## config.mk

```make
export PLATFORM = sky130hd
export DESIGN_NAME = ysyx_23060278_core_seq
export DESIGN_NICKNAME = d
export VERILOG_FILES = /design/src/rtl/ysyx_23060278_core_seq.sv
export SDC_FILE = /design/constraint.sdc
export NUM_CORES = 1
export LEC_CHECK = 0
export ABC_AREA = 1
export CAP_MARGIN = 20
export CORE_AREA = 2 2 71 73
export CTS_CLUSTER_SIZE = 10
export DETAILED_ROUTE_END_ITERATION = 8
export DIE_AREA = 0 0 73 75
export PLACE_DENSITY_LB_ADDON = 0.1
export SETUP_SLACK_MARGIN = 0.5
export SLEW_MARGIN = 20
export SYNTH_ARGS = -nofsm -noshare
export SYNTH_HDL_FRONTEND = slang
export SYNTH_SLANG_ARGS = --single-unit
export TNS_END_PERCENT = 30
```

## constraint.sdc

```tcl
create_clock -name clk -period 1.45 [get_ports clk]
set_clock_uncertainty 0.2 [all_clocks]
set_input_delay 0.435 -clock clk [delete_from_list [all_inputs] [get_ports clk]]
set_output_delay 0.435 -clock clk [all_outputs]
set_load 0.005 [all_outputs]
```

## src/rtl/ysyx_23060278_core_seq.sv

```systemverilog
// Multi-cycle core sequencer: fetch, execute, optional load/store, write-back.
// Define YSYX_23060278_BUS_TIMEOUT_EN to enable the bus-wait watchdog (err + halt on expiry).
module ysyx_23060278_core_seq #(
   parameter int unsigned TIMEOUT_CYCLES = 255
) (
   input  logic        clk,
   input  logic        rst,
   output logic        imem_req,
   input  logic        imem_gnt,
   input  logic        imem_rvalid,
   input  logic [31:0] imem_rdata,
   output logic [31:0] inst,
   input  logic        is_load,
   input  logic        is_store,
   input  logic        is_ebreak,
   output logic        dmem_req,
   input  logic        dmem_gnt,
   input  logic        dmem_rvalid,
   output logic        pc_wen,
   output logic        rf_wen,
   output logic        halt,
   output logic        err,
   output logic [2:0]  state
);

   typedef enum logic [2:0] {
      S_IDLE    = 3'd0,
      S_IF_REQ  = 3'd1,
      S_IF_WAIT = 3'd2,
      S_EX      = 3'd3,
      S_LS_REQ  = 3'd4,
      S_LS_WAIT = 3'd5,
      S_WB      = 3'd6,
      S_HALT    = 3'd7
   } state_e;

   state_e      state_q, state_d;
   logic [31:0] inst_q, inst_d;

   // Limits outside 1..255 are illegal; this empty marker block makes such a build visible.
   if (TIMEOUT_CYCLES < 1 || TIMEOUT_CYCLES > 255) begin : g_illegal_timeout
   end

`ifdef YSYX_23060278_BUS_TIMEOUT_EN
   localparam logic [7:0] WDOG_LAST = 8'(TIMEOUT_CYCLES - 1);

   logic [7:0] wdog_q, wdog_d;
   logic       err_q, err_d;
   logic       in_bus;
`endif

   always_comb begin
      state_d = state_q;
      inst_d  = inst_q;
      unique case (state_q)
         S_IDLE:    state_d = S_IF_REQ;
         S_IF_REQ: begin
            if (imem_gnt && imem_rvalid) begin
               inst_d  = imem_rdata;
               state_d = S_EX;
            end else if (imem_gnt) begin
               state_d = S_IF_WAIT;
            end
         end
         S_IF_WAIT: begin
            if (imem_rvalid) begin
               inst_d  = imem_rdata;
               state_d = S_EX;
            end
         end
         S_EX: begin
            if (is_ebreak)                state_d = S_HALT;
            else if (is_load || is_store) state_d = S_LS_REQ;
            else                          state_d = S_WB;
         end
         S_LS_REQ: begin
            if (dmem_gnt && dmem_rvalid) state_d = S_WB;
            else if (dmem_gnt)           state_d = S_LS_WAIT;
         end
         S_LS_WAIT: begin
            if (dmem_rvalid) state_d = S_WB;
         end
         S_WB:      state_d = S_IF_REQ;
         S_HALT:    state_d = S_HALT;
         default:   state_d = S_IDLE;
      endcase

`ifdef YSYX_23060278_BUS_TIMEOUT_EN
      // Bus progress on the final allowed cycle wins over the watchdog.
      wdog_d = '0;
      err_d  = err_q;
      if (in_bus && (state_d == state_q)) begin
         if (wdog_q == WDOG_LAST) begin
            state_d = S_HALT;
            err_d   = 1'b1;
         end else begin
            wdog_d = wdog_q + 8'd1;
         end
      end
`endif
   end

`ifdef YSYX_23060278_BUS_TIMEOUT_EN
   assign in_bus = (state_q == S_IF_REQ) || (state_q == S_IF_WAIT) ||
                   (state_q == S_LS_REQ) || (state_q == S_LS_WAIT);

   always_ff @(posedge clk or negedge rst) begin
      if (!rst) begin
         wdog_q <= '0;
         err_q  <= 1'b0;
      end else begin
         wdog_q <= wdog_d;
         err_q  <= err_d;
      end
   end

   assign err = err_q;
`else
   assign err = 1'b0;
`endif

   always_ff @(posedge clk or negedge rst) begin
      if (!rst) begin
         state_q <= S_IDLE;
         inst_q  <= '0;
      end else begin
         state_q <= state_d;
         inst_q  <= inst_d;
      end
   end

   assign imem_req = (state_q == S_IF_REQ);
   assign dmem_req = (state_q == S_LS_REQ);
   assign pc_wen   = (state_q == S_WB);
   assign rf_wen   = (state_q == S_WB) && !is_store;
   assign halt     = (state_q == S_HALT);
   assign inst     = inst_q;
   assign state    = state_q;

endmodule

```

==> results.md <==
* Core Region at 4660 µm²
* Tmin final at 1.79 ns
* Die Wd at 73 µm
* CTS tree: done
* Net count after synthesis at 230
* Max Root-Sink Buffers at 2
* Chip Height at 75 µm
* P_leak at 1.58 nW
* Final setup fails at 42
* M3 GR Usage at 3.75%
* Net Sw Frac at 35.8%
* Share of cells above drive strength 1 at 44.6%
* Total grt overflow at 0
* Final wirelength at 4840 µm
* Synth Area in Compound Gates at 0.948%
* Residual DRC count at 0
* Setup tns final at -12.36 ns
* Clk sink count at 35
* Clock share of power at 14.9%
* Adder-Cell Fraction of Synth Area at 0%
* Worst reg-to-reg path cell count at 9
* Grt peak-use layer: met2
* Via count at 1,710
* DP HPWL at 3030 µm
* Antenna Nets Post-Route at 0
* Worst-path clk slew at 0.07 ns
* Largest family of logic cells by synthesized area: simple AND/OR/NAND/NOR gates
* Area delta synth->final at 88.2%
* Internal Power at 3.73 mW
* H-tree levels at 2
* Critical Path Sink Type: primary output
* Largest cells by area after synthesis: dfrtp_1 (55%), nand2_1 (18%), nand3_1 (11%)
* ANT cells at 0
* Seq/Total Area, Yosys at 55.3%
* Initial antenna violation count at 0
* Critical path cell sequence: buf_6 > nor2_4 > nand2_2 > inv_2 > buf_6
* Placed insts at 335
* Final Util at 64.0%
* Peak Freq at 0.560 GHz
* Pre-antenna DRT Iters at 4
* Unrepaired setup endpoints after global routing: true
* R2R setup slack at -0.31 ns
* Fin cells at 361
* Critical path required time at 0.82 ns
* Net Switching at 2.08 mW
* Max-cap violations at 0
* Final Hold Fails at 35
* Delay-heaviest family, CP: flip-flops
* Max-slew violation count at 0
* Synth Area in Simple Gates at 35.7%
* Mux contribution to synthesized area at 0.632%
* Top cell type's share of synthesized area at 55.3%
* # port buffers at 80
* Met1 Usage GRT at 22.8%
* CP max FO at 5
* Clk Latency, worst-skew pair at 0.28 ns
* M2 GR Usage at 26.3%
* XOR/XNOR Fraction of Synth Area at 0%
* Synthesized cell area at 1580 µm²
* Total power at 5.81 mW
* 1st-iter DRT viols at 60
* Post-synthesis cell type count at 18
* Root Driver: clkbuf_8
* CP peak stage delay at 0.45 ns
* Final #Nets at 347
* Critical path buffers and inverters at 3
* Sequential Power Share at 29.9%
* Initial core utilization at 34.0%
* Flop and latch count out of synthesis at 35
* Design area at 2980 µm²
* Yosys top cell by area: dfrtp_1
* Peak supply drop at 1180 µV
* Dpl ws at -0.725 ns
* Largest net degree at the start of global routing at 36
* Overall routing resource usage at 16.7%
* Hold Path Class: in2async
* DP Area at 2640 µm²
* Row cnt at 25
* Failing checks: hold timing, setup timing
* Syn Area/Cell at 8.38 µm²
* First-pass GRT wire length at 7130 µm
* Vias/cell at 4.74
* Crit Path Category: reg2out
* Drt wl/cell at 13.4 µm
* Hold Slack at -0.102 ns
* Synthesis Warnings at 0
* IO Pins at 82
* Logic pwr share at 55.1%
* Pwr dens at 1950 nW/µm²
* Status: complete, but fails checks
* Final worst slack at -0.336 ns
* Startpoint types: flop
* Synthesized instance count at 189
* # fillers at 404
* Worst path slowest cell: dfrtp_2
* Vias in the first global route at 1,573
* Fin crit share at 123%
* Num CTS Buffers at 5
* Arrival @ worst endpoint at 1.15 ns
* R2r endpoint: inst[16]
* Die area at 5480 µm²
* RePlAce Congestion at 0.774
* Top cell by count, worst path: buf_6
==> state kept, by name (all words and copies together) (netlist names), named ones only <==
| signal | count |
|---|---|
| inst | 32 |
| state | 2 |
==> power groups by stage <==
stage / logic [mW] / clock network (mW) / registers [mW]
global route: 3.50 / 0.938 / 1.79
CTS: 2.87 / 0.886 / 1.72
floorplan: 1.18 / 0 / 1.74
global placement: 2.70 / 0 / 1.75
detailed placement: 2.75 / 0 / 1.74
finish: 3.20 / 0.867 / 1.74
==> kinds of logic (layout without fill, tap and decap cells) <==
| group | Yosys count | count (layout) |
|---|---|---|
| compound gates | 3 | 3 |
| buf+inv | 20 | 138 |
| flops | 35 | 35 |
| mux | 1 | 1 |
| other cells | 1 | 1 |
| simple gates | 129 | 129 |
==> cell usage in the layout, fill, tap and decap left out, types with 2 or more instances in the layout <==
cell type and count:
nand4_1 2, dfrtp_2 2, clkbuf_2 14, nand3_4 3, nor2_1 3, nand3_1 34
nor2_4 3, clkbuf_16 3, nand2_2 19, buf_4 17, nand2_1 49, buf_2 23
o21ai_0 2, buf_12 4, nor2_2 2, dfrtp_1 33, buf_6 22, inv_1 4
clkdlybuf4s50_1 38, inv_2 2, clkbuf_8 5, nor3_2 2, inv_4 2, nand2_4 9
==> cell type report <==
type                       instances  area [µm²]  share of cell area (%)
multi-input combinational        134         783                    26.3
clock inverter                     3        43.8                    1.47
timing repair buffer             122        1100                    37.1
clock buffer                       5        68.8                    2.31
inverter                           8        35.0                    1.17
sequential                        35         878                    29.5
tap                               54        67.6                    2.27
==> cell usage after synthesis <==
cell and instances:
inv_2 1, buf_4 2, conb_1 1, buf_2 7, nand3_1 36, nor3_1 2
o21ai_0 3, buf_6 3, nor2_1 6, inv_1 7, nand2_4 1, mux2i_1 1
nand4_1 2, nand2_1 77, nand3_2 2, nand3b_1 1, dfrtp_1 35, nor2_2 2
==> metal layers <==
| metal | vias up | part of all wire (%) |
|---|---|---|
| met4 | 0 | 0.85 |
| met3 | 5 | 6.4 |
| met2 | 63 | 48 |
| met5 | - | 0 |
| li1 | 839 | - |
| met1 | 803 | 44 |
==> what timing repair did <==
item | 4_1_cts | 5_1_grt
pin swaps | 1 | 14
hold endpoints to repair | 35 | 35
endpoints found under the setup margin | 75 | 75
cloned | 0 | 3
resized for setup | 151 | 66
buffers inserted | 13 | 2
==> worst max-delay path by stage <==
stage / start / end / slack (ns) / depth (start not counted)
after global placement: is_store / rf_wen / -0.71 / 3
after global routing: flop / imem_req / -0.41 / 3
after floorplan: state[1] / inst[0] / 0.06 / 7
after detailed placement: is_store / rf_wen / -0.72 / 3
final: state[1] / dmem_req / -0.34 / 5
after CTS: flop / dmem_req / -0.34 / 5
(Power assumes the default switching activity.)
